[config.mk]
export PLATFORM = sky130hd
export DESIGN_NAME = fetch_unit
export DESIGN_NICKNAME = d
export VERILOG_FILES = /design/src/rtl/fetch_unit.sv
export SDC_FILE = /design/constraint.sdc
export NUM_CORES = 1
export LEC_CHECK = 0
export ABC_CLOCK_PERIOD_IN_PS = 14000
export CAP_MARGIN = 10
export CORE_ASPECT_RATIO = 1.75
export CORE_MARGIN = 5
export CORE_UTILIZATION = 35
export DETAILED_ROUTE_END_ITERATION = 12
export PLACE_DENSITY = 0.5
export SLEW_MARGIN = 5
export SYNTH_ARGS = -nofsm -noshare
export SYNTH_HDL_FRONTEND = slang
export SYNTH_SLANG_ARGS = --single-unit
[constraint.sdc]
create_clock -name clk -period 14 [get_ports clk]
set_input_delay 2.8 -clock clk [delete_from_list [all_inputs] [get_ports clk]]
set_output_delay 2.8 -clock clk [all_outputs]
set_load 0.01 [all_outputs]
[src/rtl/fetch_unit.sv]
// fetch_unit: in-order instruction prefetch with credit-limited requests, prefetch FIFO and redirect flush
module fetch_unit #(
    parameter int INSTRUCTION_WIDTH = 32,
    parameter int ADDR_WIDTH = 16,
    parameter int FIFO_DEPTH = 4,
    parameter logic [ADDR_WIDTH-1:0] RESET_PC = '0
) (
    input  logic                         clk,
    input  logic                         reset,
    output logic                         imem_req_valid,
    input  logic                         imem_req_ready,
    output logic [ADDR_WIDTH-1:0]        imem_req_addr,
    input  logic                         imem_rsp_valid,
    input  logic [INSTRUCTION_WIDTH-1:0] imem_rsp_data,
    input  logic                         redirect_valid,
    input  logic [ADDR_WIDTH-1:0]        redirect_addr,
    output logic                         instr_valid,
    input  logic                         instr_ready,
    output logic [INSTRUCTION_WIDTH-1:0] instruction,
    output logic [ADDR_WIDTH-1:0]        instr_pc
);
    localparam int PW = $clog2(FIFO_DEPTH);
    localparam int CW = PW + 1;
    localparam logic [CW:0] DEPTH_W = (CW+1)'(FIFO_DEPTH);

    typedef enum logic {FETCH, DRAIN} state_t;
    state_t r_state, w_state_next;

    logic [ADDR_WIDTH-1:0]        r_pc, r_pc_tag;
    logic [PW-1:0]                r_wr_ptr, r_rd_ptr;
    logic [CW-1:0]                r_count, r_out, r_drop, w_out_next, w_drop_next;
    logic                         w_req_fire, w_push, w_pop, w_drop;
    logic [INSTRUCTION_WIDTH-1:0] r_mem_data [FIFO_DEPTH];
    logic [ADDR_WIDTH-1:0]        r_mem_pc [FIFO_DEPTH];

    // queued words plus in-flight requests never exceed the FIFO, so pushes cannot overflow
    assign imem_req_valid = !reset && r_state == FETCH && ({1'b0, r_count} + {1'b0, r_out}) < DEPTH_W;
    assign imem_req_addr  = r_pc;
    assign instr_valid    = r_state == FETCH && r_count != '0;
    assign instruction    = instr_valid ? r_mem_data[r_rd_ptr] : '0;
    assign instr_pc       = instr_valid ? r_mem_pc[r_rd_ptr] : '0;

    assign w_req_fire = imem_req_valid & imem_req_ready;
    assign w_pop      = instr_valid & instr_ready;
    assign w_drop     = imem_rsp_valid & (redirect_valid | r_drop != '0);
    assign w_push     = imem_rsp_valid & ~w_drop;
    assign w_out_next = r_out + CW'(w_req_fire) - CW'(imem_rsp_valid);

    always_comb begin
        w_state_next = r_state;
        w_drop_next  = r_drop;
        if (redirect_valid) begin
            w_drop_next  = w_out_next;
            w_state_next = (w_out_next != '0) ? DRAIN : FETCH;
        end else begin
            if (imem_rsp_valid && r_drop != '0) w_drop_next = r_drop - CW'(1);
            if (r_state == DRAIN && w_drop_next == '0) w_state_next = FETCH;
        end
    end

    always_ff @(posedge clk or posedge reset) begin
        if (reset) begin
            r_state  <= FETCH;
            r_pc     <= RESET_PC;
            r_pc_tag <= RESET_PC;
            r_wr_ptr <= '0;
            r_rd_ptr <= '0;
            r_count  <= '0;
            r_out    <= '0;
            r_drop   <= '0;
        end else begin
            r_state  <= w_state_next;
            r_out    <= w_out_next;
            r_drop   <= w_drop_next;
            r_pc     <= redirect_valid ? redirect_addr : w_req_fire ? r_pc + ADDR_WIDTH'(1) : r_pc;
            r_pc_tag <= redirect_valid ? redirect_addr : w_push ? r_pc_tag + ADDR_WIDTH'(1) : r_pc_tag;
            r_wr_ptr <= redirect_valid ? '0 : r_wr_ptr + PW'(w_push);
            r_rd_ptr <= redirect_valid ? '0 : r_rd_ptr + PW'(w_pop);
            r_count  <= redirect_valid ? '0 : r_count + CW'(w_push) - CW'(w_pop);
        end
    end

    always_ff @(posedge clk) begin
        if (w_push) begin
            r_mem_data[r_wr_ptr] <= imem_rsp_data;
            r_mem_pc[r_wr_ptr]   <= r_pc_tag;
        end
    end
endmodule
Yosys cells after proc, flatten, opt, wreduce, memory -nomap -nowiden --
Memory sizes are Yosys's and may differ from the RTL's. Cells that the tools add are included.
Cells by class: mux-type cells 17, add/sub/neg operators 10, bitwise operators 7, reductions and logical operators 13, magnitude comparators 1
Operators by type and width (number):
- two-way mux 16 bit | 5
- adder 16 x 1 -> 16 bit, second input constant | 2
- two-way mux 32 bit | 1
- two-way mux 3 bit | 4
- nonzero test 3 bit | 3
- adder 3 x 1 -> 3 bit | 2
- nonzero test 2 bit | 3
- subtractor 3 x 1 -> 3 bit | 2
- logical AND 1 bit | 5
- two-way mux 1 bit | 5
- adder 2 x 1 -> 2 bit | 2
- adder 3 x 3 -> 4 bit | 1
- bitwise AND 1 bit | 4
- less-than comparator 4 x 3 -> 1 bit, second input constant | 1
- two-way mux 2 bit | 2
- logical NOT 3 bit | 1
- subtractor 3 x 1 -> 3 bit, second input constant | 1
- NOT 1 bit | 2
- logical NOT 1 bit | 1
- OR 1 bit | 1
Word-level totals: bits of input ports 54, flip-flop bits (word level) 46, bits in writable memories 192, logic and storage cells 58, memories 2
Memories:
- r_mem_data | depth 4, width 32, read ports 1, clocked after memory_dff 0, wr ports 1, line 33 | logic [INSTRUCTION_WIDTH-1:0] r_mem_data [FIFO_DEPTH];
- r_mem_pc | depth 4, width 16, read ports 1, clocked after memory_dff 0, wr ports 1, line 34 | logic [ADDR_WIDTH-1:0] r_mem_pc [FIFO_DEPTH];

Depth between registers and ports, before layout --
Gate-level depths: netlist (run 1).
depth after elaboration 9, gate-level depth with buffers 13, depth with buffers taken out 12

Least setup slack after synthesis (run 1) --
No wires, ideal clock.
kind input port to flip-flop, start point input port redirect_valid, end point memory r_mem_data[1][0], enable pin, setup slack 6.460 ns, arrival 7.017 ns, cell stages on the path 5, data required time 13.477 ns, cells stage by stage clkbuf_1 clkbuf_1 nor2_1 inv_1 nor3b_1
On the way: word-level cells in the longest chain between the ends 6
Ends and longest elaborated chain:
- start: declaration | line 15 | input logic redirect_valid,
- OR 1 bit | line 45 | assign w_drop = imem_rsp_valid & (redirect_valid | r_drop != '0);
- bitwise AND 1 bit | line 45
- NOT 1 bit | line 46 | assign w_push = imem_rsp_valid & ~w_drop;
- bitwise AND 1 bit | line 46
- two-way mux 1 bit | line 84 | if (w_push) begin
- two-way mux 1 bit (not written as such) | line 85 | r_mem_data[r_wr_ptr] <= imem_rsp_data;
- end: declaration | line 33
Every way passes these cells.

Worst setup path after layout (run 1) --
start point input port reset, end point output port imem_req_valid
On the way: word-level cells in the longest chain between the ends 3
Ends and longest elaborated chain:
- start: declaration | line 9 | input logic reset,
- logical NOT 1 bit (no source line)
- logical AND 1 bit (2 in a row) | line 37 | assign imem_req_valid = !reset && r_state == FETCH && ({1'b0, r_count} + {1'b0, r_out}) < DEPTH_W;
- end: declaration | line 10 | output logic imem_req_valid,
Every way passes these cells.

==> impl_results.md, run 1 <==
- HPWL reported at the end of detailed placement: 13500 um
- Count of endpoints failing setup in the final report: 0
- Required time at the worst-slack endpoint: 11.20 ns
- Die Area: 31900 um^2
- Maximum clock rate: 0.147 GHz
- Total Nets Final: 783
- Wirelength, routed: 21700 um
- Via Count: 5571
- Starting density of the core: 0.355
- Combinational Power Share: 0.120
- Fill count: 2529
- Global-route wire length before repair: 33900 um
- Share of layout cells above drive strength 1: 0.146
- Area share of the leading cell type in the synthesized netlist: 0.581
- Switching power total: 402 uW
- Area growth, synth to finish: 24.0%
- Number of input and output port buffers inserted: 119
- RSZ-0062 raised after global routing: no
- Setup Fix Bufs, Post-CTS: 0
- Count of pins over their slew limit: 0
- Final worst hold slack: 0.546 ns
- Tmin final: 6.81 ns
- Count of TritonRoute iterations in the first routing pass: 4
- Number of instances in the synthesized netlist: 591
- Global route total overflow: 0
- Post-synth EDFFs: 192
- Clock tree from TritonCTS: built
- Multi-input combinational cell area: 2850 um^2
- Area of the core: 28000 um^2
- CTS Buf Count: 23
- Residual DRC count: 0
- Number of gates resized after CTS: 0
- Die Wd: 137 um
- Post-route met1 wirelength: 8440 um
- Cell area after synthesis: 9920 um^2
- Run status: finished, final reports clean
- Max Buffers Root-to-Sink: 3
- Number of storage elements in the synthesis netlist: 238
- Largest cells by area after synthesis: sky130_fd_sc_hd__edfxtp_1 (58%), sky130_fd_sc_hd__dfrtp_1 (12%), sky130_fd_sc_hd__mux4_2 (11%), sky130_fd_sc_hd__and2_1 (3.3%), sky130_fd_sc_hd__ha_1 (1.5%)
- Number of vias per cell after detailed routing: 5.05
- Fraction of power consumed by sequential logic: 0.506
- Sequential element share of the synthesized area: 0.697
- Later-pin clock latency in the skew report: 0.51 ns
- Final instance count without filler cells: 1104
- Total number of yosys warnings: 0
- Nets in the synthesized netlist: 659
- TNS Setup: 0 ns
- CTS Root Buffer Type: sky130_fd_sc_hd__clkbuf_16
- Maximum clock skew at final layout: 0.00970 ns
- Worst relative slew slack: 0.269
- Average detailed-routed wire length per instance: 19.7 um
- Critical setup path kind: in2out
- Area taken by flip-flops and latches: 6920 um^2
- Most frequently used cell type in the post-synthesis netlist: sky130_fd_sc_hd__edfxtp_1
- H-Tree Depth: 1
- Post-Place Cells: 1063
- Hold Violations, Final: 0
- Top Layer Used: met4
- Max cap viols: 0
- Endpoint kind of the worst setup timing path: output port
- CTS Sinks: 238
- Vertical die dimension: 233 um
- Total global-route track usage: 0.137
- Number of antenna repair diodes: 0
- Critical path fanouts, max: 2
- Clock-pin slew on the worst setup and hold paths: 0.06 ns
- Average cell area after synthesis: 16.8 um^2
- Number of antenna-violating nets in the routed design: 0
- Type of the most critical hold path: reg2reg
- Number of standard-cell rows in the floorplan: 81
- Maximum number of pins on one net before global-route repair: 51
- Cell type with the largest total area after synthesis: sky130_fd_sc_hd__edfxtp_1
- Post-route worst setup slack: 7.19 ns
- Fraction of registers with async set/reset: 0.193
- Worst-margin pin slew: 1.09 ns
- Drt first-iter violations: 327
- Switching share of power: 0.242
- Critical Path AT: 4.01 ns
- Startpoint type of the worst setup path: input pin
- Via count of the first global-routing pass: 6247
- Number of placed I/O pins: 120
- Routed met2 length: 11600 um
- Relative contribution of the clock network to total power: 0.374
- Synth cell count leaders: sky130_fd_sc_hd__edfxtp_1 (192), sky130_fd_sc_hd__and2_1 (52), sky130_fd_sc_hd__mux4_2 (48)
- Most used DFF post-synth: sky130_fd_sc_hd__edfxtp_1
- Internal Power: 1260 uW
- Power density over cell area: 135 nW/um^2
- Number of buffers added to fix hold violations after cts: 0
- Number of antenna violations at the first check in global routing: 0
- Max VDD drop: 73.9 uV
- Final worst path period share: 0.486
- Number of unique standard cell types used by synthesis: 42
- Met3 wire len: 929 um
- Worst setup slack after placement: 7.17 ns
- Leakage power summed over all cells: 0.00404 uW
- Final weighted congestion in routability-driven placement: 0.827
- Final core utilization: 0.440
[worst max-delay path, stage by stage]
cell and delay, ns:
sky130_fd_sc_hd__clkdlybuf4s50_1 0.42, sky130_fd_sc_hd__nor2_1 0.11, sky130_fd_sc_hd__and3_1 0.15, sky130_fd_sc_hd__clkdlybuf4s50_1 0.53
[kinds of logic after synthesis]
logic type | share of synthesized area
AO/OA/AOI/OAI | 0.0357
AND/OR/NAND/NOR | 0.0986
XOR/XNOR | 0.0159
flip-flops | 0.697
adder cells (fa/ha/maj) | 0.0192
multiplexers | 0.115
buffers and inverters | 0.0180
[placed cells by master (no fill, tap or decap), drive strengths merged, types with 6 or more instances in the layout]
| cell type | instances |
|---|---|
| nor3 | 13 |
| ha | 12 |
| clkdlybuf4s50 | 119 |
| nor4 | 11 |
| nand2 | 23 |
| xnor2 | 16 |
| clkinvlp | 6 |
| clkbuf | 28 |
| a21oi | 7 |
| nor2 | 28 |
| mux4 | 48 |
| or4 | 6 |
| nand3 | 10 |
| edfxtp | 192 |
| o31a | 13 |
| and2 | 52 |
| inv | 17 |
| a31oi | 8 |
| nor2b | 6 |
| buf | 7 |
| dfrtp | 46 |
[area by class of cell]
cell class / instances / area share
tap: 373 / 0.0379
clock inverter: 13 / 0.0108
multi-input combinational: 309 / 0.232
timing repair buffer: 126 / 0.101
clock buffer: 28 / 0.0507
sequential: 238 / 0.563
inverter: 17 / 0.00519
[sequential cells by signal (all words and copies together), names as in the netlist]
register       cells
r_mem_data       128
r_mem_pc          64
imem_req_addr     16
r_pc_tag          16
r_count            3
r_drop             3
r_out              3
r_rd_ptr           2
r_wr_ptr           2
r_state            1
[power by group through the flow]
stage / Clock (uW) / Combinational (uW) / Sequential [uW]
global route: 668 / 221 / 846
floorplan: 0 / 125 / 842
finish: 621 / 200 / 841
CTS: 640 / 205 / 842
global placement: 0 / 198 / 854
detailed placement: 0 / 203 / 856
[per-stage QoR]
| stage | instance area [um^2] | total power (uW) |
|---|---|---|
| 4_1_cts | 12300 | 1690 |
| 3_5_place_dp | 11500 | 1060 |
| 5_1_grt | 12300 | 1740 |
| 3_3_place_gp | 11500 | 1050 |
| 2_1_floorplan | 9920 | 967 |
| 6_report | 12300 | 1660 |
[layer usage]
metal	global-route usage	up-vias
met1	0.157	2851
met2	0.250	140
met5	0	-
met3	0.0210	38
met4	0.0571	0
li1	-	2542
[worst paths after layout]
path	from	end	slack (ns)	cells after the start
setup reg to reg	r_count[2]$_DFF_PP0_	r_state$_DFFE_PP0P_	10.72	12
hold reg to reg	r_pc_tag[15]$_DFFE_PP0P_	r_mem_pc[2][15]$_DFFE_PP_	0.55	0
max in group asynchronous	reset	r_rd_ptr[0]$_DFF_PP0_	10.76	3
hold / removal	r_pc_tag[15]$_DFFE_PP0P_	r_mem_pc[2][15]$_DFFE_PP_	0.55	0
min in group asynchronous	reset	r_count[1]$_DFF_PP0_	2.79	3
setup / recovery	reset	imem_req_valid	7.19	4
No activity file was read; power rests on OpenSTA's default activity.
==> run 2: changes to the inputs <==
--- a/config.mk
+++ b/config.mk
@@ -5,13 +5,13 @@
 export SDC_FILE = /design/constraint.sdc
 export NUM_CORES = 1
 export LEC_CHECK = 0
-export ABC_CLOCK_PERIOD_IN_PS = 14000
+export ABC_CLOCK_PERIOD_IN_PS = 6000
 export CAP_MARGIN = 10
 export CORE_ASPECT_RATIO = 1.75
 export CORE_MARGIN = 5
 export CORE_UTILIZATION = 35
 export DETAILED_ROUTE_END_ITERATION = 12
-export PLACE_DENSITY = 0.5
+export PLACE_DENSITY = 0.52
 export SLEW_MARGIN = 5
 export SYNTH_ARGS = -nofsm -noshare
 export SYNTH_HDL_FRONTEND = slang
==> constraint.sdc (replaced) <==
create_clock -name clk -period 6 [get_ports clk]
set_input_delay 1.2 -clock clk [delete_from_list [all_inputs] [get_ports clk]]
set_output_delay 1.2 -clock clk [all_outputs]
set_load 0.01 [all_outputs]
==> impl_results.md, run 2 (synthesized netlist as in run 1, its figures left out) <==
- Cell with the largest stage delay on the worst path: sky130_fd_sc_hd__dfrtp_4 (was sky130_fd_sc_hd__clkdlybuf4s50_1)
- CTS Sinks: 238 (unchanged)
- Count of TritonRoute iterations in the first routing pass: 4 (unchanged)
- Residual DRC count: 0 (unchanged)
- Most common library cell in the layout ignoring fill and taps: sky130_fd_sc_hd__edfxtp_1 (unchanged)
- CTS Root Buffer Type: sky130_fd_sc_hd__clkbuf_16 (unchanged)
- Worst Hold Path Cells: 0 (unchanged)
- Final weighted congestion in routability-driven placement: 0.817 (was 0.827)
- Largest stage delay on the critical path: 1.10 ns (was 0.53 ns)
- Clock-pin slew on the worst setup and hold paths: 0.06 ns (about the same)
- Number of antenna violations at the first check in global routing: 0 (unchanged)
- Largest regs: r_mem_data: 128 flops, r_mem_pc: 64 flops (unchanged)
- Share of layout cells above drive strength 1: 0.137 (was 0.146)
- Required time at the worst-slack endpoint: 4.80 ns (was 11.20 ns)
- Area growth, synth to finish: 23.6% (was 24.0%)
- Worst-margin pin slew: 1.03 ns (was 1.09 ns)
- Number of flip-flops in the largest register: 128 (unchanged)
- Global-route wire length before repair: 33900 um (about the same)
- Tmin final: 4.13 ns
- Routing layer with the top usage in global route: met2 (unchanged)
- Post-Place Cells: 1063 (unchanged)
- Vertical die dimension: 233 um (unchanged)
- Number of gates resized after CTS: 0 (unchanged)
- Drt first-iter violations: 266 (was 327)
- Count of endpoints failing setup in the final report: 0 (unchanged)
- Number of antenna-violating nets in the routed design: 0 (unchanged)
- Area of the core: 28000 um^2 (unchanged)
- Critical path fanouts, max: 49 (was 2)
- Die Area: 31900 um^2 (unchanged)
- Number of standard-cell rows in the floorplan: 81 (unchanged)
- RSZ-0062 raised after global routing: no (unchanged)
- Met2 routing resource usage after global routing: 0.254 (was 0.250)
- Die Wd: 137 um (unchanged)
- Maximum clock rate: 0.242 GHz
- Met1 usage in global routing: 0.160 (was 0.157)
- Later-pin clock latency in the skew report: 0.50 ns (was 0.51 ns)
- Number of antenna repair diodes: 0 (unchanged)
- Startpoint type of the worst setup path: register (was input pin)
- Most used cells in the layout excluding fill and tap cells: sky130_fd_sc_hd__edfxtp_1 (192), sky130_fd_sc_hd__clkdlybuf4s50_1 (119), sky130_fd_sc_hd__and2_1 (52), sky130_fd_sc_hd__mux4_2 (48), sky130_fd_sc_hd__dfrtp_1 (44) (unchanged)
- Wirelength, routed: 21300 um (was 21700 um)
- Average detailed-routed wire length per instance: 19.3 um (was 19.7 um)
- Chain of cells forming the critical path: mux4_2, and2_1, clkdlybuf4s50_1 (was clkdlybuf4s50_1, nor2_1, and3_1, clkdlybuf4s50_1)
- Final worst path period share: 0.689
- TNS Setup: 0 ns (unchanged)
- Via count of the first global-routing pass: 6113 (was 6247)
- Leakage power summed over all cells: 0.00403 uW (was 0.00404 uW)
- Maximum clock skew at final layout: 0.0139 ns (was 0.00970 ns)
- Via Count: 5527 (was 5571)
- Starting density of the core: 0.355 (unchanged)
- Run status: finished, final reports clean (unchanged)
- Hold Violations, Final: 0 (unchanged)
- Number of vias per cell after detailed routing: 5.02 (was 5.05)
- Final worst hold slack: 0.538 ns (was 0.546 ns)
- Clock tree from TritonCTS: built (unchanged)
- Critical setup path kind: reg2out (was in2out)
- Power density over cell area: 311 nW/um^2 (was 135 nW/um^2)
- Maximum number of pins on one net before global-route repair: 51 (unchanged)
- Max cap viols: 0 (unchanged)
- Final instance count without filler cells: 1102 (was 1104)
- Total global-route track usage: 0.137 (about the same)
- Number of placed I/O pins: 120 (unchanged)
- Total Nets Final: 782 (was 783)
- Count of pins over their slew limit: 0 (unchanged)
- Setup Fix Bufs, Post-CTS: 0 (unchanged)
- Count of cells along the worst register-to-register path: 12 (unchanged)
- CTS Buf Count: 22 (was 23)
- Endpoint kind of the worst setup timing path: output port (unchanged)
- Number of input and output port buffers inserted: 119 (unchanged)
- Register name with the most flops: r_mem_data (unchanged)
- Max Buffers Root-to-Sink: 3 (unchanged)
- Worst relative slew slack: 0.312 (was 0.269)
- Critical Path AT: 2.93 ns (was 4.01 ns)
- Global route total overflow: 0 (unchanged)
- H-Tree Depth: 1 (unchanged)
- Max VDD drop: 173 uV (was 73.9 uV)
- Global Route met3 Usage: 0.0190 (was 0.0210)
- Number of buffers added to fix hold violations after cts: 0 (unchanged)
- Type of the most critical hold path: reg2reg (unchanged)
- HPWL reported at the end of detailed placement: 13800 um (was 13500 um)
-- run 2: stage by stage --
| stage | util | power, uW | cell area [um^2] | setup WS [ns] |
|---|---|---|---|---|
| after CTS | 0.438 | 3870 | 12300 | 1.74 |
| final | 0.438 | 3820 | 12300 | 1.87 |
| after global routing | 0.438 | 3990 | 12300 | 1.65 |
| after global placement | 0.413 | 2460 | 11500 | 1.95 |
| after floorplan | - | 2260 | 9920 | 0.0597 |
| after detailed placement | 0.413 | 2480 | 11500 | 1.86 |
-- run 2: final timing paths --
kind / slack (ns) / start / end
max in group asynchronous: 4.33 / reset / r_rd_ptr[0]$_DFF_PP0_
setup reg to reg: 2.70 / r_count[2]$_DFF_PP0_ / r_state$_DFFE_PP0P_
hold reg to reg: 0.54 / r_pc_tag[15]$_DFFE_PP0P_ / r_mem_pc[2][15]$_DFFE_PP_
setup / recovery: 1.87 / r_rd_ptr[0]$_DFF_PP0_ / instr_pc[5]
min in group asynchronous: 1.21 / reset / r_count[2]$_DFF_PP0_
hold / removal: 0.54 / r_pc_tag[15]$_DFFE_PP0P_ / r_mem_pc[2][15]$_DFFE_PP_
-- run 2: layout make-up --
| type | instances | area [um^2] |
|---|---|---|
| clock buffer | 27 | 591 |
| clock inverter | 12 | 123 |
| fill | 2528 | 15700 |
| inverter | 17 | 63.8 |
| multi-input combinational | 309 | 2850 |
| sequential | 238 | 6920 |
| tap | 373 | 467 |
| timing repair buffer | 126 | 1240 |
-- run 2: power breakdown --
group          internal [uW]  total [uW]  switching [uW]
Sequential              1870        1960            89.0
Combinational            234         468             234
Clock                    793        1390             592
-- run 2: critical path: cells and delay by family, from the launching register on --
family,cells,cell delay [ns]
mux,1,0.61
flops,1,1.10
simple gates,1,0.20
buf+inv,1,0.48
-- run 2: metal layers --
layer	wire, um	share of wire	up-vias
met1	8220	0.39	2817
met4	540	0.025	0
li1	-	-	2541
met5	0	0	-
met2	11700	0.55	134
met3	859	0.040	35
==> run 3: changes to the inputs <==
--- a/config.mk
+++ b/config.mk
@@ -5,7 +5,7 @@
 export SDC_FILE = /design/constraint.sdc
 export NUM_CORES = 1
 export LEC_CHECK = 0
-export ABC_CLOCK_PERIOD_IN_PS = 6000
+export ABC_CLOCK_PERIOD_IN_PS = 3550
 export CAP_MARGIN = 10
 export CORE_ASPECT_RATIO = 1.75
 export CORE_MARGIN = 5
==> constraint.sdc (replaced) <==
create_clock -name clk -period 3.55 [get_ports clk]
set_input_delay 0.71 -clock clk [delete_from_list [all_inputs] [get_ports clk]]
set_output_delay 0.71 -clock clk [all_outputs]
set_load 0.01 [all_outputs]
==> impl_results.md, run 3 (synthesized netlist as in run 1, its figures left out) <==
- Maximum clock skew at final layout: 0.0155 ns (was 0.0139 ns)
- Global-route wire length before repair: 34300 um (was 33900 um)
- Endpoint kind of the worst setup timing path: output port (unchanged)
- Share of layout cells above drive strength 1: 0.155 (was 0.137)
- Final worst path period share: 0.933
- Worst relative slew slack: 0.572 (was 0.312)
- Final weighted congestion in routability-driven placement: 0.812 (was 0.817)
- H-Tree Depth: 1 (unchanged)
- Worst reg2reg path endpoint: r_state$_DFFE_PP0P_ (unchanged)
- Most used cells in the layout excluding fill and tap cells: sky130_fd_sc_hd__edfxtp_1 (192), sky130_fd_sc_hd__clkdlybuf4s50_1 (119), sky130_fd_sc_hd__and2_1 (52), sky130_fd_sc_hd__mux4_2 (48), sky130_fd_sc_hd__dfrtp_1 (44) (unchanged)
- Required time at the worst-slack endpoint: 2.84 ns (was 4.80 ns)
- Die Area: 31900 um^2 (unchanged)
- TNS Setup: 0 ns (unchanged)
- Vertical die dimension: 233 um (unchanged)
- Number of antenna repair diodes: 0 (unchanged)
- Cell with the largest stage delay on the worst path: sky130_fd_sc_hd__dfrtp_4 (unchanged)
- Startpoint type of the worst setup path: register (unchanged)
- Clock tree from TritonCTS: built (unchanged)
- Via count of the first global-routing pass: 6130 (was 6113)
- Clock-pin slew on the worst setup and hold paths: 0.07 ns (was 0.06 ns)
- Residual DRC count: 0 (unchanged)
- Worst setup slack after placement: 0.428 ns (was 1.86 ns)
- Most common library cell in the layout ignoring fill and taps: sky130_fd_sc_hd__edfxtp_1 (unchanged)
- Largest stage delay on the critical path: 0.61 ns (was 1.10 ns)
- Number of input and output port buffers inserted: 119 (unchanged)
- Global route total overflow: 0 (unchanged)
- Worst-margin pin slew: 0.642 ns (was 1.03 ns)
- Drt first-iter violations: 238 (was 266)
- Endpoint of the worst hold-timing path: r_mem_pc[3][15]$_DFFE_PP_ (was r_mem_pc[2][15]$_DFFE_PP_)
- Total global-route track usage: 0.139 (was 0.137)
- CTS Root Buffer Type: sky130_fd_sc_hd__clkbuf_16 (unchanged)
- Number of placed I/O pins: 120 (unchanged)
- Critical Path AT: 2.60 ns (was 2.93 ns)
- Largest delay contributor family on the critical path: buffers and inverters (was flip-flops)
- Number of standard-cell rows in the floorplan: 81 (unchanged)
- Count of TritonRoute iterations in the first routing pass: 4 (unchanged)
- Count of cells along the worst register-to-register path: 12 (unchanged)
- Critical path fanouts, max: 11 (was 49)
- CTS Sinks: 238 (unchanged)
- CTS Buf Count: 22 (unchanged)
- Reg2reg start: r_count[2]$_DFF_PP0_ (unchanged)
- Later-pin clock latency in the skew report: 0.51 ns (was 0.50 ns)
- Tmin final: 3.31 ns
- Area of the core: 28000 um^2 (unchanged)
- Average detailed-routed wire length per instance: 19.7 um (was 19.3 um)
- Fill count: 2526 (was 2528)
- Number of flip-flops in the largest register: 128 (unchanged)
- Largest regs: r_mem_data: 128 flops, r_mem_pc: 64 flops (unchanged)
- Final core utilization: 0.445 (was 0.438)
- Power density over cell area: 521 nW/um^2 (was 311 nW/um^2)
- Maximum clock rate: 0.302 GHz
- Starting density of the core: 0.355 (unchanged)
- RSZ-0062 raised after global routing: no (unchanged)
- Number of antenna violations at the first check in global routing: 0 (unchanged)
- Run status: finished, final reports clean (unchanged)
- Critical setup path kind: reg2out (unchanged)
- Worst Hold Path Cells: 0 (unchanged)
- Die Wd: 137 um (unchanged)
- Max Buffers Root-to-Sink: 3 (unchanged)
- Startpoint of the most critical hold path: r_pc_tag[15]$_DFFE_PP0P_ (unchanged)
- Leakage power summed over all cells: 0.00413 uW (was 0.00403 uW)
- Wirelength, routed: 22000 um (was 21300 um)
- Type of the most critical hold path: reg2reg (unchanged)
- Number of buffers and inverters on the critical path: 2 (was 1)
- Number of antenna-violating nets in the routed design: 0 (unchanged)
- Count of endpoints failing setup in the final report: 0 (unchanged)
- Total Nets Final: 796 (was 782)
- Max VDD drop: 275 uV (was 173 uV)
- Post-route worst setup slack: 0.239 ns (was 1.87 ns)
- Max cap viols: 0 (unchanged)
- Register name with the most flops: r_mem_data (unchanged)
- Chain of cells forming the critical path: buf_4, mux4_2, and2_1, clkdlybuf4s50_1 (was mux4_2, and2_1, clkdlybuf4s50_1)
- Maximum number of pins on one net before global-route repair: 51 (unchanged)
- Via Count: 5622 (was 5527)
- Area growth, synth to finish: 25.5% (was 23.6%)
- Count of pins over their slew limit: 0 (unchanged)
- Register-to-Register Setup Slack: 0.74 ns (was 2.70 ns)
- Hold Violations, Final: 0 (unchanged)
- HPWL reported at the end of detailed placement: 14400 um (was 13800 um)
- Number of vias per cell after detailed routing: 5.03 (was 5.02)
run 3: worst max path at each step:
| stage | startpoint | to | slack, ns | depth (start not counted) |
|---|---|---|---|---|
| CTS | r_rd_ptr[0]$_DFF_PP0_ | instruction[5] | 0.009 | 4 |
| detailed placement | imem_rsp_valid | r_count[2]$_DFF_PP0_ | 0.43 | 11 |
| floorplan | redirect_valid | r_mem_data[1][0]$_DFFE_PP_ | 0.40 | 5 |
| finish | r_rd_ptr[0]$_DFF_PP0_ | instruction[5] | 0.24 | 4 |
| global route | r_rd_ptr[0]$_DFF_PP0_ | instruction[14] | 0.1 | 4 |
| global placement | imem_rsp_valid | r_count[2]$_DFF_PP0_ | 0.50 | 11 |
run 3: power breakdown:
part           internal [uW]  switching [uW]
logic                    420             417
clock network           1370             983
registers               3170             136
run 3: what timing repair did:
item | in CTS | in global routing
setup buffers | 0 | 1
resized for setup | 0 | 0
hold buffers | 0 | 0
setup endpoints to repair | 0 | 11
run 3: routing by layer:
metal  track usage  vias to the layer above  routed length [um]
li1              -                     2576                   -
met1         0.160                     2878                8270
met2         0.261                      138               12200
met3        0.0180                       30                1020
met4        0.0478                        0                 502
met5             0                        -                   0
run 3: stage by stage:
step	power (uW)	cell area [um^2]	hold WS, ns	instances
2_1_floorplan	3810	9950	0.489	591
3_3_place_gp	4180	11700	0.530	1076
3_5_place_dp	4210	11700	0.554	1076
4_1_cts	6580	12400	0.575	1116
5_1_grt	6790	12500	0.607	1117
6_report	6490	12500	0.559	1117
run 3: area by class of cell:
class,instances,area [um^2],share of cell area
sequential,238,6920,0.556
multi-input combinational,309,2860,0.230
clock buffer,30,622,0.0499
tap,373,467,0.0375
timing repair buffer,140,1420,0.114
inverter,17,63.8,0.00512
clock inverter,10,97.6,0.00784
